**src/rtl/register_file_dp.sv**
```systemverilog
// Dual-read-port general register file with a single write/modify channel.
// Both read ports are registered and forward the post-modify value when they hit the target.
module register_file_dp #(
   parameter int unsigned WIDTH    = 16,
   parameter int unsigned DEPTH    = 32,
   parameter int unsigned ADDR_W   = 5,
   parameter int unsigned ZERO_REG = 0
) (
   input  logic              clk,
   input  logic              rst,
   input  logic [WIDTH-1:0]  din,
   input  logic [ADDR_W-1:0] id,
   input  logic              write,
   input  logic              writeu,
   input  logic              writel,
   input  logic              inc,
   input  logic              dec,
   input  logic              read_a,
   input  logic [ADDR_W-1:0] id_a,
   output logic [WIDTH-1:0]  dout_a,
   input  logic              read_b,
   input  logic [ADDR_W-1:0] id_b,
   output logic [WIDTH-1:0]  dout_b,
   output logic              wrap
);

   localparam int unsigned HALF = WIDTH / 2;

   logic [WIDTH-1:0] r_regs [DEPTH];
   logic [WIDTH-1:0] r_dout_a;
   logic [WIDTH-1:0] r_dout_b;
   logic             r_wrap;

   logic             w_mod;
   logic             w_wrap;
   logic [WIDTH-1:0] w_cur;
   logic [WIDTH-1:0] w_new;
   logic [WIDTH-1:0] w_rd_a;
   logic [WIDTH-1:0] w_rd_b;

   // A register id is usable when it is in range and not the hardwired zero register.
   function automatic logic f_valid(input logic [ADDR_W-1:0] x);
      return (32'(x) < DEPTH) && !((ZERO_REG != 0) && (x == '0));
   endfunction

   always_comb begin
      w_cur  = '0;
      w_new  = '0;
      w_wrap = 1'b0;
      w_mod  = f_valid(id) && (write || writeu || writel || inc || dec);
      if (f_valid(id)) begin
         w_cur = r_regs[id];
      end
      if (write) begin
         w_new = din;
      end else if (writeu) begin
         w_new = {din[HALF-1:0], w_cur[HALF-1:0]};
      end else if (writel) begin
         w_new = {w_cur[WIDTH-1:HALF], din[HALF-1:0]};
      end else if (inc) begin
         w_new  = w_cur + 1'b1;
         w_wrap = (w_cur == '1);
      end else if (dec) begin
         w_new  = w_cur - 1'b1;
         w_wrap = (w_cur == '0);
      end
   end

   always_comb begin
      w_rd_a = '0;
      if (f_valid(id_a)) begin
         w_rd_a = (w_mod && (id_a == id)) ? w_new : r_regs[id_a];
      end
   end

   always_comb begin
      w_rd_b = '0;
      if (f_valid(id_b)) begin
         w_rd_b = (w_mod && (id_b == id)) ? w_new : r_regs[id_b];
      end
   end

   always_ff @(posedge clk) begin
      if (rst) begin
         for (int unsigned i = 0; i < DEPTH; i++) begin
            r_regs[i] <= '0;
         end
         r_dout_a <= '0;
         r_dout_b <= '0;
         r_wrap   <= 1'b0;
      end else begin
         if (w_mod) begin
            r_regs[id] <= w_new;
         end
         if (read_a) begin
            r_dout_a <= w_rd_a;
         end
         if (read_b) begin
            r_dout_b <= w_rd_b;
         end
         r_wrap <= w_mod && w_wrap;
      end
   end

   assign dout_a = r_dout_a;
   assign dout_b = r_dout_b;
   assign wrap   = r_wrap;

endmodule

```
**config.mk**
```make
export PLATFORM = sky130hd
export DESIGN_NAME = register_file_dp
export DESIGN_NICKNAME = d
export VERILOG_FILES = /design/src/rtl/register_file_dp.sv
export SDC_FILE = /design/constraint.sdc
export NUM_CORES = 1
export LEC_CHECK = 0
export BUFFER_PORTS_ARGS = -buffer_cell sky130_fd_sc_hd__buf_4
export CORE_MARGIN = 2
export CORE_UTILIZATION = 38
export DETAILED_ROUTE_END_ITERATION = 7
export GPL_TIMING_DRIVEN = 1
export SLEW_MARGIN = 25
export SYNTH_ARGS = -nofsm -noshare
export SYNTH_HDL_FRONTEND = slang
export SYNTH_SLANG_ARGS = --single-unit
```
**constraint.sdc**
```tcl
create_clock -name clk -period 3.56 [get_ports clk]
set_input_delay 0.356 -clock clk [delete_from_list [all_inputs] [get_ports clk]]
set_output_delay 0.356 -clock clk [all_outputs]
set_load 0.005 [all_outputs]
```
# Word level (Yosys, flattened, before mapping)
# Memories as Yosys holds them, arrays and structs flattened. A register that Yosys moved wholly into a read port is not among the register bits.
# Index checks and enable logic that the tools add are counted.
# classes
n_mux,18
n_reduce_logical,7
n_eq_ne,1
addsub,2
# op_table
cell,n
$mux 16,6
$add 16x1->16 const B,1
$eq 16x16->1 const B,1
$logic_not 16->1,1
$reduce_or 16->1,1
$sub 16x1->16 const B,1
$mux 1,11
$mux 5,1
$logic_or 1x1->1,4
$logic_and 1x1->1,1
# word_totals
n_memories,1
register_bits,1
ram_bits,512
# mem_list
name,words,width,read_ports,rd_clocked_by_memory_dff,write_ports,line,text
r_regs,32,16,3,2,32,29,logic [WIDTH-1:0] r_regs [DEPTH];

# Depth between registers and ports, before layout
# Gate-level depths: netlist of the first run.
# logic_depth
word_depth,9
ltp_mapped,15
depth_no_buf,12

# Worst setup path before layout of the first run
# Ideal clock, no wire load.
# synth_timing
path_kind,input-to-reg
from,input id[0]
to,memory r_regs[28][12] (data pin)
setup_slack_ns,0.110
stages,15
arrival_time_ns,3.186
n_path_buf,3
required_time_ns,3.296
setup_ns,0.264
path_cell_list,buf_6 > or4b_1 > buf_2 > o22ai_1 > nor4_1 > and2_4 > clkinv_2 > ha_1 > nand4_2 > nor3_1 > xor2_1 > and3_1 > a2111oi_4 > buf_6 > nor2_2
# synth_rtl
element,line,text
start: declaration,12,"input logic [ADDR_W-1:0] id,"
end: declaration,29,

==> results.ini, run 1 <==
[critical_path]
cp_common_cell=buf_4
r2r_slack_ps=10
path_cells=mux2i_1 -> o22ai_1 -> nor4_1 -> buf_4 -> nand2_2 -> nor4_4 -> buf_4 -> buf_4 -> a31oi_1 -> a41oi_1 -> o311ai_2 -> o22ai_4 -> buf_12 -> clkbuf_16 -> nor2_1
cp_top_family=buffers and inverters
cp_slowest_cell=mux2i_1
required_ps=3930
crit_path_start_kind=register
rr_worst_depth=15
slowest_delay_ps=460
cp_data_arrival_time_ps=3930
cp-end-kind=register
crit_fanout=8
path_buf_inv=5
regToRegEndpoint=r_regs[3][11]$_SDFFCE_PN0P_
reg2reg_from=r_regs[14][9]$_SDFFCE_PN0P_
worstSetupPathType=reg2reg

[timing]
tightest_slew_ps=873.7
max_freq_mhz=281.7
hold_viol=0
fin_skew_ps=25.72
slew_viol_final=0
period_share_pct=99.73
period_needed_ps=3550
whs_ps=198.9
max-slew-margin-rel_pct=40.08
finalSetupViolCount=0
fin_ws_ps=9.572

[routing]
drc_errors=0
drtIter0Drc=3258
first_pass_iters=8
finalWirelength_um=127500
vias=25390
routed_via_density=6.396
drtAntennaViolNets=0
wl_per_cell_um=32.13

[final_layout]
nFillCells=7609
multi_input_area_um2=16510
num_antenna_cells=0
ff_latch_area_um2=16040
drive_gt1_share_pct=36.27
postLayoutCoreUtil_pct=46.36
finalNetCount=2807
area_delta_synth_final_pct=20.40
post_layout_nonfiller_instances=3970

[synth]
ys_seq_area_share_pct=47.79
synthArstFlopShare_pct=0
syn_inst=2493
synth_fp_nets=2535
synth_xor_area_share_pct=0.4959
synth-seq-cells=545
synth-compound-area-share_pct=5.034
synth_top_family_by_area=multiplexers
synthAdderAreaFrac_pct=0.07457
synthSimpleGateAreaFrac_pct=12.11
synth_flop_cell=edfxtp_1
synth_edf_count=512
syn_area_um2=33560
yosysUniqueCellTypes=89
ys_warn_count=0
synth_mux_area_share_pct=30.58
syn_area_per_cell_um2=13.46

[clocking]
htreeDepth=2
cts_tree=yes
clockBufferDepth=3
cts_num_sinks=545
hold_buffers=0
root_buffer=clkbuf_16
cts.clk_slew.worst_paths_ps=60
clk_latency_ps=650
cts_made_buffers=59

[floorplan]
die_area_um2=90700
rows=108
fp.dieW_um=301.2
initial_core_util_pct=38.50
die_y_um=301.2
coreArea_um2=87160
ios=73

[placement]
dp_hpwl_um=94060
portBuffers=72
post-place-ws_ps=-679.5
placed_cells=3840
globalplace.congestion=1.010

[run_status]
status=finished, final reports clean

[grt]
grt_usage_pct=27.68
grt_pass1_vias=24970
overflow=0
antenna_found_initial=1
grt_max_degree=70
grt_pass1_wl_um=182100

[power]
cellPowerDensity_nw_per_um2=437.6
p_leak_nw=14.97
ir_worst_vdd_mv=0.4226

[flow_run]
maxCapViolCount=0

[worst_hold_path]
min_to=dout_a[0]$_SDFFE_PP0P_
hold-path-cell-count=3
min_path_type=in2reg
hold_path.startpoint=read_a

worst min-delay path, stage by stage:
cell and delay, ps:
buf_4 210, mux2i_1 150, nor2_1 70
synth_stat cells (23+ instances only):
master | instances | area share [%]
clkbuf_1 | 133 | 1.5
nand2_1 | 85 | 0.95
dfxtp_1 | 33 | 2.0
mux2i_1 | 278 | 8.3
edfxtp_1 | 512 | 46
o22ai_1 | 125 | 2.3
nor2_1 | 482 | 5.4
and2b_1 | 28 | 0.63
buf_1 | 32 | 0.36
nor4_1 | 23 | 0.43
buf_2 | 37 | 0.55
nand2b_1 | 45 | 0.84
mux4_2 | 328 | 22
buf_6 | 33 | 1.1
cells in the final DEF (no fill, tap or decap), types with 9 or more instances in the layout:
master,netlist,routed
o221ai_1,15,13
a21oi_1,20,20
buf_4,12,387
bufinv_16,0,10
edfxtp_1,512,512
nor2_1,482,482
and2b_1,28,28
nor3b_1,11,11
mux2i_1,278,259
nor2_2,20,20
o21ai_0,13,13
mux4_2,328,328
dfxtp_1,33,33
nand4_1,12,12
clkinv_2,1,9
nand2_1,85,85
mux2i_2,0,13
xor2_1,11,11
nand3_1,12,12
clkbuf_16,0,65
nand2b_1,45,45
a21o_1,9,9
nor4_2,12,17
o22ai_1,125,121
or3b_2,12,12
nor4_1,23,17
clkbuf_1,133,9
buf_12,0,55
final cells by class:
type | count | share of cell area (%)
clock buffer | 76 | 4.066
clock inverter | 35 | 1.130
inverter | 12 | 0.1208
multi-input combinational | 1690 | 40.87
sequential | 545 | 39.69
tap | 1155 | 3.577
timing repair buffer | 457 | 10.55
kinds of logic after synthesis:
group,Yosys count
and+or+nand+nor,817
AOI/OAI and AO/OA,237
xor gates and xnor gates,19
muxes,614
DFF,545
adders and majority gates,2
buffers and inverters,259
through the flow:
stage,setup TNS (ps),cell area (µm²),total power [W]
after global routing,-152.5,40400,0.01810
after global placement,-213230,37780,0.01080
after CTS,0,39920,0.01752
after floorplan,0,33560,0.009382
final,0,40400,0.01768
after detailed placement,-199360,37780,0.01085
power by group:
group / switching [W] / total (W) / internal, W
Sequential: 0.000224 / 0.00751 / 0.00729
Combinational: 0.00193 / 0.00343 / 0.00151
Clock: 0.00275 / 0.00674 / 0.00398
sequential cells by signal, summed over array words and instances (netlist names):
signal and count:
dout_b 16, dout_a 16, wrap 1, r_regs 512
repair_timing:
action,CTS,global route
setup endpoints to repair,28,321
cloned,1,7
gates resized for setup,7,46
pin swaps,2,14
buffers inserted,0,11
layer usage:
metal	GRT usage, %	wire length, µm	vias to the layer above
met5	0	0	-
met4	6.645	2912	0
met3	6.887	14810	200
met2	44.42	59940	1685
met1	37.78	49880	13160
li1	-	-	10350
worst max path at each step:
stage	cells past startpoint	end	slack, ps	start
5_1_grt	13	r_regs[17][13]$_SDFFCE_PN0P_	-20	r_regs[18][12]$_SDFFCE_PN0P_
3_5_place_dp	14	r_regs[0][13]$_SDFFCE_PN0P_	-680	id[1]
2_1_floorplan	15	r_regs[28][12]$_SDFFCE_PN0P_	110	id[0]
3_3_place_gp	14	r_regs[1][13]$_SDFFCE_PN0P_	-720	id[1]
4_1_cts	12	r_regs[17][13]$_SDFFCE_PN0P_	10	r_regs[23][1]$_SDFFCE_PN0P_
6_report	15	r_regs[3][11]$_SDFFCE_PN0P_	10	r_regs[14][9]$_SDFFCE_PN0P_
Note: power is estimated with default switching activity, not from simulation.
==> inputs of run 2 (changes only) <==
==> constraint.sdc (replaced) <==
create_clock -name clk -period 3.2 [get_ports clk]
set_input_delay 0.32 -clock clk [delete_from_list [all_inputs] [get_ports clk]]
set_output_delay 0.32 -clock clk [all_outputs]
set_load 0.005 [all_outputs]
==> run 2 against run 1 <==
  * The flow now finishes with violations (design-rule violations, negative setup slack)
  * Design area is 8.1% higher
  * Register-to-register slack lost 310 ps
  * Critical path depth rose by 2
  * Clock power shrank 3.6%
  * Routed wire length rose by 6.3%
  * Sequential share of layout area is 3.0 points lower
  * Largest power group unchanged
  * Highest routed layer is now met5
==> results.ini, run 2 (same netlist as run 1, synthesis figures left out) <==
[timing]
tightest_slew_ps=836.7  ; -37.06 ps
max_freq_mhz=285.7
max-slew-margin-rel_pct=44.22  ; +4.1 points
finalSetupViolCount=361  ; +361
slew_viol_final=0  ; unchanged
setup_tns_ps=-55320  ; -55,320 ps
period_needed_ps=3500
period_share_pct=109.4
hold_viol=0  ; unchanged
fin_skew_ps=28.60  ; +2.880 ps
rsz0062_at_grt=yes
fin_ws_ps=-300.4  ; -310.0 ps

[clocking]
clk_latency_ps=650  ; about the same
root_buffer=clkbuf_16
hold_buffers=0  ; unchanged
htreeDepth=2  ; unchanged
cts_num_sinks=545  ; unchanged
clockBufferDepth=3  ; unchanged
cts_tree=yes
cts.clk_slew.worst_paths_ps=60  ; about the same
cts_made_buffers=59  ; unchanged

[final_layout]
largest_reg_flops=512  ; unchanged
num_antenna_cells=0  ; unchanged
largest_register=r_regs
postLayoutCoreUtil_pct=50.13  ; +3.8 points
layout_commonest_cell=buf_4
finalNetCount=3041  ; +8.3%
postLayoutCellArea_um2=43690  ; +8.1%
nFillCells=7346  ; -3.5%
post_layout_nonfiller_instances=4201  ; +5.8%
layout_common_cells=buf_4 (560), edfxtp_1 (512), nor2_1 (378)
drive_gt1_share_pct=45.73  ; +9.5 points
area_delta_synth_final_pct=30.20

[critical_path]
cp-endpoint=r_regs[13][15]$_SDFFCE_PN0P_
reg2reg_from=r_regs[22][14]$_SDFFCE_PN0P_
cp-end-kind=register
regToRegEndpoint=r_regs[13][15]$_SDFFCE_PN0P_
path_cells=buf_12 -> buf_16 -> buf_4 -> buf_12 -> buf_4 -> mux2i_1 -> o22ai_1 -> nor4_2 -> buf_4 -> nand2_1 -> nor2_1 -> nand4_1 -> mux2i_4 -> a211oi_4 -> buf_12 -> clkbuf_16 -> nor2_1
startpoint=id[1]
r2r_slack_ps=-300  ; -310 ps
cp_slowest_cell=nor4_2
required_ps=3570  ; -360 ps
cp_data_arrival_time_ps=3870  ; -60 ps
worstSetupPathType=in2reg
crit_path_start_kind=input pin
slowest_delay_ps=450  ; about the same
rr_worst_depth=12  ; -3
crit_fanout=15  ; +7

[grt]
grt_pass1_vias=25970  ; +4.0%
overflow=0  ; unchanged
grt_pass1_wl_um=186300  ; +2.3%
antenna_found_initial=2  ; +1
grt_usage_pct=28.28  ; +0.61 points
grt_max_degree=70  ; unchanged

[floorplan]
die_area_um2=90700  ; unchanged
fp.dieW_um=301.2  ; unchanged
die_y_um=301.2  ; unchanged
coreArea_um2=87160  ; unchanged
initial_core_util_pct=38.50  ; unchanged
ios=73  ; unchanged
rows=108  ; unchanged

[routing]
drtIter0Drc=3747  ; +15%
routed_via_density=6.449  ; +0.83%
vias=27090  ; +6.7%
first_pass_iters=8  ; unchanged
drc_errors=1  ; +1
drtAntennaViolNets=0  ; unchanged
finalWirelength_um=135600  ; +6.3%
wl_per_cell_um=32.27  ; +0.44%

[placement]
portBuffers=72  ; unchanged
dp_hpwl_um=94100  ; about the same
placed_cells=3999  ; +4.1%
globalplace.congestion=0.9980  ; -1.2%
post_dp_cell_area_um2=39140  ; +3.6%

[power]
cellPowerDensity_nw_per_um2=446.4  ; +2.0%
fin_total_pwr_w=0.01950  ; +10%
p_leak_nw=16.37  ; +9.4%
ir_worst_vdd_mv=0.4249  ; +0.54%

[worst_hold_path]
min_path_type=in2reg

[flow_run]
maxCapViolCount=0  ; unchanged

[run_status]
violations=design-rule violations, negative setup slack
status=finished with violations

## run 2: worst min-delay path by stage
stage | start | endpoint | slack, ps | cells past startpoint
6_report | din[15] | dout_a[15]$_SDFFE_PP0P_ | 140 | 3
5_1_grt | din[15] | dout_a[15]$_SDFFE_PP0P_ | 150 | 3
4_1_cts | read_b | dout_b[0]$_SDFFE_PP0P_ | 150 | 3
3_5_place_dp | dout_b[4]$_SDFFE_PP0P_ | dout_b[4]$_SDFFE_PP0P_ | 470 | 2
3_3_place_gp | dout_a[4]$_SDFFE_PP0P_ | dout_a[4]$_SDFFE_PP0P_ | 460 | 2
2_1_floorplan | dout_a[4]$_SDFFE_PP0P_ | dout_a[4]$_SDFFE_PP0P_ | 460 | 2
## run 2: area by class of cell
cell class / count / area [µm²] / area share, %
well taps: 1155 / 1445 / 3.308
clock inverters: 22 / 125.1 / 0.2864
multi-input cells: 1690 / 17600 / 40.27
repair buffers: 691 / 6793 / 15.55
inverters: 12 / 57.56 / 0.1317
clock buffers: 86 / 1639 / 3.752
flip-flops and latches: 545 / 16040 / 36.70
## run 2: metal layers
metal  GRT usage [%]  vias to the layer above  wire (µm)
met1           37.78                    13970      50970
met2           45.12                     1995      62560
li1                -                    10820          -
met3           7.146                      305      17410
met4           9.240                        2       4608
met5               0                        -          8
## run 2: repair_timing
action / CTS / global route
gates resized for setup: 38 / 291
hold endpoints to repair: 0 / 0
setup endpoints to repair: 329 / 419
buffers inserted: 21 / 38
pin swaps: 24 / 29
cloned: 6 / 30
## run 2: worst max-delay path, delay by kind of cell
kind / cells / cell delay, ps
buf+inv: 8 / 1370
compound gates: 2 / 390
simple gates: 5 / 1060
mux: 2 / 660
## run 2: power breakdown
group / switching (W) / internal (W)
clock network: 0.00296 / 0.00354
logic: 0.00249 / 0.00216
registers: 0.000252 / 0.00811
## run 2: through the flow
stage | worst slack, ps | hold WS (ps)
global route | -335.8 | 148.2
detailed placement | -1011 | 474.7
global placement | -1027 | 462.6
finish | -300.4 | 136.6
CTS | -131.9 | 150.6
floorplan | -71.99 | 462.7
